### src/rtl/tdr_echo_timer.sv
// TDR time-of-flight stage: counts fast-clock cycles from launch strobe to first qualified echo edge.
// Optional block averaging is built when TDR_ECHO_AVG_EN is defined.
module tdr_echo_timer #(
    parameter int CNT_W    = 16,
    parameter int BLANK    = 4,
    parameter int TIMEOUT  = 4000,
    parameter int AVG_LOG2 = 3
) (
    input  logic             clk,
    input  logic             areset_n,
    input  logic             launch_i,
    input  logic             echo_i,
    output logic [CNT_W-1:0] result_o,
    output logic             result_valid_o,
    output logic             timeout_o,
    output logic             busy_o,
    output logic             overrun_o,
    output logic [CNT_W-1:0] avg_o,
    output logic             avg_valid_o
);

    typedef enum logic {IDLE, MEASURE} state_t;

    localparam logic [CNT_W-1:0] BLANK_C   = CNT_W'(BLANK);
    localparam logic [CNT_W-1:0] TIMEOUT_C = CNT_W'(TIMEOUT);

    if (BLANK >= TIMEOUT || 64'(TIMEOUT) >= (64'd1 << CNT_W) || AVG_LOG2 < 1) begin : g_bad_params
        $error("tdr_echo_timer: illegal parameter combination");
    end

    state_t           state_q, state_d;
    logic [CNT_W-1:0] cnt_q, cnt_d;
    logic [CNT_W-1:0] result_q, result_d;
    logic             result_valid_q, result_valid_d;
    logic             timeout_q, timeout_d;
    logic             overrun_q, overrun_d;
    logic             s1_q, s2_q, s3_q;
    logic             s1_d, s2_d, s3_d;
    logic             echo_edge;
    logic             take_result;

    assign s1_d      = echo_i;
    assign s2_d      = s1_q;
    assign s3_d      = s2_q;
    assign echo_edge = s2_q & ~s3_q;

    always_comb begin
        state_d        = state_q;
        cnt_d          = cnt_q;
        result_d       = result_q;
        result_valid_d = 1'b0;
        timeout_d      = 1'b0;
        overrun_d      = overrun_q;
        take_result    = 1'b0;
        if (state_q == IDLE) begin
            if (launch_i) begin
                cnt_d   = '0;
                state_d = MEASURE;
            end
        end else begin
            // A launch seen at any point of a measurement, completion cycle included, is lost.
            if (launch_i) begin
                overrun_d = 1'b1;
            end
            if (echo_edge && (cnt_q >= BLANK_C)) begin
                result_d       = cnt_q;
                result_valid_d = 1'b1;
                take_result    = 1'b1;
                state_d        = IDLE;
            end else if (cnt_q == TIMEOUT_C) begin
                timeout_d = 1'b1;
                state_d   = IDLE;
            end else begin
                cnt_d = cnt_q + 1'b1;
            end
        end
    end

    always_ff @(posedge clk or negedge areset_n) begin
        if (!areset_n) begin
            state_q        <= IDLE;
            cnt_q          <= '0;
            result_q       <= '0;
            result_valid_q <= 1'b0;
            timeout_q      <= 1'b0;
            overrun_q      <= 1'b0;
            s1_q           <= 1'b0;
            s2_q           <= 1'b0;
            s3_q           <= 1'b0;
        end else begin
            state_q        <= state_d;
            cnt_q          <= cnt_d;
            result_q       <= result_d;
            result_valid_q <= result_valid_d;
            timeout_q      <= timeout_d;
            overrun_q      <= overrun_d;
            s1_q           <= s1_d;
            s2_q           <= s2_d;
            s3_q           <= s3_d;
        end
    end

    assign result_o       = result_q;
    assign result_valid_o = result_valid_q;
    assign timeout_o      = timeout_q;
    assign busy_o         = (state_q == MEASURE);
    assign overrun_o      = overrun_q;

`ifdef TDR_ECHO_AVG_EN
    localparam int ACC_W = CNT_W + AVG_LOG2;

    logic [ACC_W-1:0]    acc_q, acc_d;
    logic [AVG_LOG2-1:0] n_q, n_d;
    logic                avg_pend_q, avg_pend_d;
    logic [CNT_W-1:0]    avg_q, avg_d;
    logic                avg_valid_q, avg_valid_d;

    // The block's last result is accumulated at its completion edge; the average follows one edge later.
    always_comb begin
        acc_d       = acc_q;
        n_d         = n_q;
        avg_pend_d  = 1'b0;
        avg_d       = avg_q;
        avg_valid_d = 1'b0;
        if (avg_pend_q) begin
            avg_d       = CNT_W'(acc_q >> AVG_LOG2);
            avg_valid_d = 1'b1;
            acc_d       = '0;
            n_d         = '0;
        end else if (take_result) begin
            acc_d      = acc_q + ACC_W'(cnt_q);
            n_d        = n_q + 1'b1;
            avg_pend_d = (n_q == '1);
        end
    end

    always_ff @(posedge clk or negedge areset_n) begin
        if (!areset_n) begin
            acc_q       <= '0;
            n_q         <= '0;
            avg_pend_q  <= 1'b0;
            avg_q       <= '0;
            avg_valid_q <= 1'b0;
        end else begin
            acc_q       <= acc_d;
            n_q         <= n_d;
            avg_pend_q  <= avg_pend_d;
            avg_q       <= avg_d;
            avg_valid_q <= avg_valid_d;
        end
    end

    assign avg_o       = avg_q;
    assign avg_valid_o = avg_valid_q;
`else
    assign avg_o       = '0;
    assign avg_valid_o = 1'b0;
`endif

endmodule

### config.mk
export PLATFORM = sky130hd
export DESIGN_NAME = tdr_echo_timer
export DESIGN_NICKNAME = d
export VERILOG_FILES = /design/src/rtl/tdr_echo_timer.sv
export SDC_FILE = /design/constraint.sdc
export NUM_CORES = 1
export LEC_CHECK = 0
export CAP_MARGIN = 20
export CORE_MARGIN = 2
export CORE_UTILIZATION = 54
export CTS_CLUSTER_DIAMETER = 150
export CTS_CLUSTER_SIZE = 14
export DETAILED_ROUTE_END_ITERATION = 12
export PLACE_DENSITY = 0.84
export SYNTH_ARGS = -nofsm -noshare
export SYNTH_HDL_FRONTEND = slang
export SYNTH_SLANG_ARGS = --single-unit
### constraint.sdc
create_clock -name clk -period 3.44 [get_ports clk]
set_input_delay 0.86 -clock clk [delete_from_list [all_inputs] [get_ports clk]]
set_output_delay 0.86 -clock clk [all_outputs]
set_load 0.01 [all_outputs]
==> results.md, run 1 <==
- Ports: 41
- Skew-Pair Late Insertion Delay: 350 ps
- Final instance count without filler cells: about 270
- Static Leak: 0.001018 µW
- Layout cells sized above 1: between 8 and 9%
- Initial antenna violation count: 0
- Compound-Gate Fraction of Synth Area: ~11%
- Placeable core region: ~0.0034 mm²
- Post-synthesis xor/xnor area fraction: under 10%
- Setup CP Type: flop to flop
- Area grow syn2layout: 12.24%
- Layout net count: 234
- Die height: 64.14 µm
- Dpl cell area: 0.002136 mm²
- DP HPWL: approximately 2600 µm
- # port buffers: 23
- Post-synth EDFFs: 0
- Final hold vios: 0
- Die Wd: between 60 and 70 µm
- Critical path data required time: between 3000 and 4000 ps
- CTS tree: yes
- Most instantiated library cell after synthesis: nand2_1
- Post-synth top area cell: dfrtp_1
- Htree depth: 2
- Routed len/inst: approximately 14 µm
- Sequential fraction of the synthesis area: 49.97%
- Total number of vias: 1491
- DR DRC count: 0
- Largest net degree at the start of global routing: 40
- Setup bufs post-CTS: 0
- Resized Gates After CTS: 0
- Synth cell count leaders: nand2_1, dfrtp_1, buf_4
- Finished Core Util: between 60% and 70%
- Main combinational cell family by area after synthesis: simple AND/OR/NAND/NOR gates
- Synth unique cells: 38
- Post-route cell area: 0.002192 mm²
- Hold crit path type: flop to flop
- Flop and latch count out of synthesis: 39
- Total track usage: approximately a fifth
- Final critical-path share of the clock period: between 60 and 70%
- Worst setup SP type: flop
- # hold bufs at CTS: 0
- Syn Inst Count: ~200
- Cells after DPL: about 270
- Initial DRC count: around 90
- First-pass GRT wire length: 6555 µm
- Final setup viols: 0
- Initial Utilization: 57.18%
- Yosys top cell area share: between 40% and 50%
- Mux cell area share after synthesis: 0.5766%
- Clock root cell: clkbuf_4
- Vias in the first global route: roughly 1400
- Maximum VDD drop: between 400 and 500 µV
- Crit. End Element: flop
- Max Slew Vio Count: 0
- Via-per-instance ratio: 5.442
- Routed Antenna Nets: 0
- Deepest clock path buffer count: 2
- Worst Skew: between 10 and 15 ps
- Mapped Avg Cell Area: roughly 9.5 µm²
- Antenna diode count: 0
- Main area contributors after synthesis: dfrtp_1, nand2_1, buf_4, a21oi_1, nand4_1
- Post-Synth Simple-Gate Area: between 20% and 30%
- CTS Buf Count: 5
- Std-Cell Rows: 21
- Post-synth top flop: dfrtp_1
- Routability congestion estimate from global placement: between 0.9 and 1
- DIE AREA: between 0.004 and 0.005 mm²
- Synth Warn #: 0
- Power density over cell area: ~580 mW/mm²
- GRT overflow: 0
- Worst Max-Slew Pin Slew: approximately 830 ps
- First-pass DRT Iterations: 4
- Mapped Area: 0.001953 mm²
- Adder-cell share of the synthesized area: 1.281%
- TNS Setup: 0 ps
- Async S/R FF share, synth: 100.0%
- Max Cap Violations: 0
- Critical path arrival: 2580 ps
- Maximum fanout along the worst path: 26
- Routed WL: 3782 µm
- CTS sink cnt: 39
- Clk slew on worst S/H paths: approximately 110 ps
- Max Fclk: approximately 420 MHz
- Post-layout min period: 2358 ps
- Rel. slew slack: between 40% and 50%
- Status: finished, final reports clean
- Unrepaired setup endpoints after global routing: no
power by group:
part	leakage (µW)	internal, µW	switching (µW)	total [µW]
registers	0.000517	529	80.2	609
logic	0.000466	175	257	432
clock network	0.0000341	94.7	143	238
kinds of logic (layout without fill, tap and decap cells):
kind of cell             count (synthesis)  in the layout
adder cells (fa/ha/maj)                  2              2
buffers and inverters                   30             36
other                                    1             17
flip-flops                              39             39
XOR/XNOR                                 5              5
AND/OR/NAND/NOR                         96             96
AO/OA/AOI/OAI                           32             32
multiplexers                             1              1
layout by cell type, fill, tap and decap left out, types with 2 or more instances in the layout:
master           instances
or3_1                    6
nor4_2                   3
o41ai_1                  3
and3_1                   2
xnor2_1                  5
nand3_1                  6
dfrtp_1                 39
and4_1                   3
nand4_1                  7
a2111oi_2                2
clkbuf_4                 5
clkdlybuf4s50_1         22
o21ai_0                  8
o311ai_1                 2
nand2_1                 51
a21oi_1                 11
inv_1                    4
nor2_1                  10
conb_1                  17
nor2b_1                  2
ha_1                     2
routing by layer:
| layer | track usage [%] | vias up | wire, µm |
|---|---|---|---|
| met5 | 0 | - | 0 |
| met4 | 6.383 | 0 | 43 |
| met3 | 5.282 | 4 | 232 |
| met2 | 34.24 | 50 | 1742 |
| met1 | 27.12 | 710 | 1763 |
| li1 | - | 727 | - |
worst max-delay path: stages (launching register included):
cell and delay [ps]:
dfrtp_1 490, nor4_2 470, nand4_4 290, nand2_4 280
inv_4 150, o41ai_1 420, a21oi_1 120
through the flow:
stage,worst slack (ps),hold slack (ps),total power [µW]
6_report,1082,360.8,1279
3_3_place_gp,1026,334.8,1041
3_5_place_dp,966.0,337.3,1051
5_1_grt,879.7,380.8,1374
4_1_cts,1068,363.6,1291
2_1_floorplan,1566,331.2,909.9
sequential cells by signal, indices dropped and copies added (netlist names):
register and flops:
result_o 16, result_valid_o 1, s2_q 1, s1_q 1, timeout_o 1, s3_q 1, overrun_o 1, cnt_q 16
busy_o 1
area by class of cell:
cell class	count	area [µm²]
repair buffers	24	232.7
clock inverters	1	5.005
flip-flops and latches	39	975.9
inverters	5	21.27
clock buffers	6	51.30
fillers	296	1224
well taps	46	57.56
multi-input cells	153	848.3
worst paths after layout:
kind / slack, ps / end / depth (start not counted) / startpoint
worst max-delay path: 1080 / cnt_q[14] / 6 / cnt_q[4]
worst min register to register: 360 / s2_q / 0 / s1_q
worst max register to register: 1080 / cnt_q[14] / 6 / cnt_q[4]
max in group asynchronous: 2310 / result_o[8] / 1 / areset_n
worst min-delay path: 360 / s2_q / 0 / s1_q
min in group asynchronous: 600 / result_o[6] / 1 / areset_n
Power figures use the tool's default switching activity.
==> run 2, diff against run 1 <==
Settings changed: CORE_UTILIZATION 54 to 50, PLACE_DENSITY 0.84 to 0.78.
Clock period 3.44 ns to 2.3 ns, I/O delays scaled along.
==> results.md, run 2 (synthesized netlist as in run 1, its figures left out) <==
- Die height: 66.50 µm (+3.7%)
- Maximum VDD drop: 659.0 µV (+48%)
- Crit. End Element: flop
- First-pass GRT wire length: 6810 µm (+3.9%)
- Power density over cell area: 923.4 mW/mm² (+58%)
- Ports: 41 (unchanged)
- Final setup viols: 0 (unchanged)
- Status: finished, final reports clean
- Die Wd: 66.50 µm (+3.7%)
- Rel. slew slack: 45.21% (+0.57 points)
- Total number of vias: 1532 (+2.7%)
- WP buf/inv: 1 (unchanged)
- Met1 wire length: 1928 µm (+9.4%)
- DR DRC count: 0 (unchanged)
- Max Fclk: 498.0 MHz (+17%)
- Clock root cell: clkbuf_8
- Layout cells sized above 1: 11.44% (+3.1 points)
- Deepest clock path buffer count: 2 (unchanged)
- Routability congestion estimate from global placement: 0.9044 (-1.8%)
- # hold bufs at CTS: 0 (unchanged)
- First-pass DRT Iterations: 4 (unchanged)
- Worst setup SP type: flop
- Skew-Pair Late Insertion Delay: 290 ps (-60 ps)
- Worst Max-Slew Pin Slew: 821.9 ps (-8.597 ps)
- Routed WL: 4030 µm (+6.6%)
- Vias in the first global route: 1371 (-0.58%)
- Largest net degree at the start of global routing: 40 (unchanged)
- Initial DRC count: 133 (+46%)
- Resized Gates After CTS: 0 (unchanged)
- TNS Setup: 0 ps (unchanged)
- Max Cap Violations: 0 (unchanged)
- Std-Cell Rows: 22 (+4.8%)
- CTS sink cnt: 39 (unchanged)
- Post-layout min period: 2008 ps (-350.1 ps)
- CTS tree: yes
- Routed len/inst: 14.19 µm (+2.8%)
- Worst Skew: 10.71 ps (-4.265 ps)
- Antenna diode count: 0 (unchanged)
- Critical path data required time: 2460 ps (-1200 ps)
- Commonest non-fill, non-tap cell in the layout: nand2_1
- DIE AREA: 0.004422 mm² (+7.5%)
- Final critical-path share of the clock period: 87.30% (+19 points)
- Max Slew Vio Count: 0 (unchanged)
- Area grow syn2layout: 17.49%
- Routed Antenna Nets: 0 (unchanged)
- Initial Utilization: 52.56% (-4.6 points)
- Met3 Wirelength: 190 µm (-18%)
- Top Layer Used: met4
- Crit-path slowest cell: dfrtp_1
- Critical path arrival: 2170 ps (-410 ps)
- Htree depth: 2 (unchanged)
- Clk slew on worst S/H paths: 80 ps (-30 ps)
- Setup ws final: 292.1 ps (-789.9 ps)
- Setup bufs post-CTS: 0 (unchanged)
- Initial antenna violation count: 0 (unchanged)
- Hold crit path type: flop to flop
- Via-per-instance ratio: 5.394 (-0.87%)
- Unrepaired setup endpoints after global routing: no
- Max stage delay on crit path: 480 ps (about the same)
- Setup slack at placement: 115.0 ps (-851.0 ps)
- Critical path, cell by cell: nor4_2 > nand4_4 > nand2_4 > inv_4 > o41ai_1 > a21oi_1
- Total track usage: 21.01% (+0.20 points)
- CTS Buf Count: 5 (unchanged)
- Static Leak: 0.001070 µW (+5.2%)
- DR WL met2: 1819 µm (+4.4%)
- Setup CP Type: flop to flop
- Most frequent cells in the layout: nand2_1, dfrtp_1, clkdlybuf4s50_1
- FF/Latch Area: 975.9 µm² (unchanged)
- DP HPWL: 2878 µm (+12%)
- # port buffers: 23 (unchanged)
- Delay-heaviest family, CP: simple AND/OR/NAND/NOR gates
- Area of the multi-input gates: 848.3 µm² (unchanged)
- Layout net count: 241 (+3.0%)
- # fillers: 308 (+4.1%)
- GRT overflow: 0 (unchanged)
- Final hold vios: 0 (unchanged)
- Maximum fanout along the worst path: 26 (unchanged)
- Placeable core region: 0.003716 mm² (+8.8%)
## run 2: per-layer routing
metal | up-vias | GRT usage (%)
li1 | 738 | -
met1 | 727 | 30.33
met2 | 58 | 30.00
met3 | 9 | 3.716
met4 | 0 | 10.97
met5 | - | 0
## run 2: worst register-to-register path: cells and delay by family (launching register included)
family / cells / cell delay [ps]
flops: 1 / 480
simple gates: 3 / 810
buf+inv: 1 / 110
compound gates: 2 / 480
## run 2: final cells by class
cell class	instances	share of cell area (%)
clock buffer	7	4.198
clock inverter	1	0.3272
sequential	39	42.53
tap	48	2.617
timing repair buffer	31	12.43
multi-input combinational	153	36.97
inverter	5	0.9269
## run 2: power breakdown
part	internal [µW]	total [µW]	switching [µW]
clock	273	512	239
sequential	792	889	97.4
combinational	291	718	426
## run 2: through the flow
stage / power (µW) / instance area (µm²) / utilization, % / std cells / hold WS (ps)
after floorplan: 1361 / 2013 / - / 222 / 279.4
after global placement: 1606 / 2191 / 58.96 / 276 / 333.2
after detailed placement: 1617 / 2191 / 58.96 / 276 / 343.6
after CTS: 2132 / 2295 / 61.75 / 284 / 361.7
after global routing: 2261 / 2295 / 61.75 / 284 / 376.4
final: 2119 / 2295 / 61.75 / 284 / 360.0
## run 2: worst paths after layout
check	from	endpoint	slack, ps	depth (start not counted)
min in group asynchronous	areset_n	result_o[8]	370	1
hold / removal	s1_q	s2_q	360	0
setup / recovery	cnt_q[7]	cnt_q[14]	290	6
setup reg to reg	cnt_q[7]	cnt_q[14]	290	6
hold reg to reg	s1_q	s2_q	360	0
max in group asynchronous	areset_n	cnt_q[13]	1410	1
==> run 3, diff against run 2 <==
Settings changed: CORE_ASPECT_RATIO set to 1.25.
==> results.md, run 3 (synthesized netlist as in run 1, its figures left out) <==
- DIE AREA: 0.004425 mm² (about the same)
- Static Leak: 0.001076 µW (+0.54%)
- Largest net degree at the start of global routing: 40 (unchanged)
- Routability congestion estimate from global placement: 0.8876 (-1.9%)
- Rel. slew slack: 66.33% (+21 points)
- # fillers: 339 (+10%)
- Via-per-instance ratio: 5.401 (+0.12%)
- Deepest clock path buffer count: 2 (unchanged)
- Worst setup SP type: flop
- Seq pwr share: 42.0% (about the same)
- Max stage delay on crit path: 460 ps (-20 ps)
- Delay-heaviest family, CP: simple AND/OR/NAND/NOR gates
- Register-to-Register Path Depth: 6 (unchanged)
- Critical path arrival: 2220 ps (+50 ps)
- CTS sink cnt: 39 (unchanged)
- Antenna diode count: 0 (unchanged)
- Max Slew Vio Count: 0 (unchanged)
- Skew-Pair Late Insertion Delay: 290 ps (about the same)
- Worst Skew: 5.316 ps (-5.393 ps)
- Ports: 41 (unchanged)
- Status: finished, final reports clean
- WP buf/inv: 1 (unchanged)
- Power density over cell area: 920.2 mW/mm² (-0.35%)
- Clk pwr share: 23.8% (-0.4 points)
- Layout cells sized above 1: 11.39% (-0.048 points)
- Crit. End Element: flop
- Initial antenna violation count: 0 (unchanged)
- Setup CP Type: flop to flop
- Total track usage: 20.06% (-0.95 points)
- Final critical-path share of the clock period: 89.38% (+2.1 points)
- R2R Path End: cnt_q[14]
- Max Cap Violations: 0 (unchanged)
- Post-layout min period: 2056 ps (+47.74 ps)
- GRT overflow: 0 (unchanged)
- Clock root cell: clkbuf_8
- R2R setup slack: 240 ps (-50 ps)
- DP HPWL: 2663 µm (-7.5%)
- # hold bufs at CTS: 0 (unchanged)
- # port buffers: 23 (unchanged)
- Final setup viols: 0 (unchanged)
- Hold crit path type: input pin to async pin
- RR Startpoint: cnt_q[12]
- Layout net count: 242 (+0.41%)
- Std-Cell Rows: 25 (+14%)
- Resized Gates After CTS: 0 (unchanged)
- CTS Buf Count: 5 (unchanged)
- Setup bufs post-CTS: 0 (unchanged)
- Worst Hold Margin: 331.7 ps (-28.31 ps)
- First-pass GRT wire length: 6603 µm (-3.0%)
- Area of the multi-input gates: 848.3 µm² (unchanged)
- Vias in the first global route: 1379 (+0.58%)
- Placeable core region: 0.003754 mm² (+1.0%)
- Combinational share of power: 34.3% (+0.4 points)
- Most frequent cells in the layout: nand2_1, dfrtp_1, clkdlybuf4s50_1
- Critical path, cell by cell: nor4_2 > nand4_4 > nand2_4 > inv_4 > o41ai_1 > a21oi_1
- Routed WL: 3796 µm (-5.8%)
- Maximum fanout along the worst path: 26 (unchanged)
- Routed Antenna Nets: 0 (unchanged)
- Power consumption: 2106 µW (-0.62%)
- Final hold vios: 0 (unchanged)
- Final instance count without filler cells: 277 (-2.5%)
- Psw: 744.4 µW (-2.5%)
- Die height: 73.88 µm (+11%)
- Routed len/inst: 13.70 µm (-3.4%)
- Htree depth: 2 (unchanged)
- DR DRC count: 0 (unchanged)
- Max Fclk: 486.5 MHz (-2.3%)
- Commonest non-fill, non-tap cell in the layout: nand2_1
- Cells after DPL: 269 (-2.5%)
- Area grow syn2layout: 17.17%
- Unrepaired setup endpoints after global routing: no
- Switching share of power: 35.35% (-0.67 points)
- Critical path data required time: 2460 ps (about the same)
- Initial DRC count: 30 (-77%)
- First-pass DRT Iterations: 4 (unchanged)
- Internal: 1362 µW (+0.42%)
- Clk slew on worst S/H paths: 70 ps (about the same)
- FF/Latch Area: 975.9 µm² (unchanged)
- Maximum VDD drop: 542.7 µV (-18%)
- TNS Setup: 0 ps (unchanged)
- Initial Utilization: 52.03% (-0.53 points)
- Worst Max-Slew Pin Slew: 505.0 ps (-316.8 ps)
- Total number of vias: 1496 (-2.3%)
- CTS tree: yes
- Die Wd: 59.90 µm (-9.9%)
- Crit-path slowest cell: dfrtp_1
-- run 3: worst register-to-register path: stages (launching register included) --
cell	delay, ps
dfrtp_1	460
nor4_2	450
nand4_4	280
nand2_4	150
inv_4	110
o41ai_1	380
a21oi_1	100
-- run 3: how the worst max path moves through the flow --
stage,endpoint,start,cells after the start
after floorplan,cnt_q[4],cnt_q[6],7
after global placement,cnt_q[12],launch_i,6
after detailed placement,cnt_q[12],launch_i,6
after CTS,cnt_q[14],cnt_q[12],6
after global routing,cnt_q[14],cnt_q[12],6
final,cnt_q[14],cnt_q[12],6
-- run 3: final cells by class --
| class | count | share of cell area (%) |
|---|---|---|
| Clock buffer | 8 | 4.374 |
| Multi-Input combinational cell | 153 | 37.07 |
| Tap cell | 40 | 2.187 |
| Timing Repair Buffer | 32 | 12.79 |
| Sequential cell | 39 | 42.65 |
| Inverter | 5 | 0.9295 |
-- run 3: metrics by stage --
| stage | utilization, % | instance area, µm² | setup slack (ps) |
|---|---|---|---|
| floorplan | - | 2013 | 433.2 |
| global placement | 58.30 | 2188 | 175.2 |
| detailed placement | 58.30 | 2188 | 127.8 |
| CTS | 60.97 | 2288 | 240.5 |
| global route | 60.97 | 2288 | 67.94 |
| finish | 60.97 | 2288 | 244.3 |
-- run 3: power by group through the flow --
| stage | clock (µW) | sequential, µW | combinational, µW |
|---|---|---|---|
| CTS | 513 | 886 | 726 |
| global placement | 0 | 894 | 712 |
| global route | 539 | 903 | 808 |
| finish | 501 | 884 | 721 |
| floorplan | 0 | 922 | 439 |
| detailed placement | 0 | 898 | 722 |
-- run 3: layer usage --
layer / wire [µm] / track usage (%) / vias up
li1: - / - / 735
met2: 1873 / 29.71 / 39
met4: 96 / 9.383 / 0
met1: 1660 / 26.96 / 714
met3: 165 / 5.634 / 8
met5: 0 / 0 / -
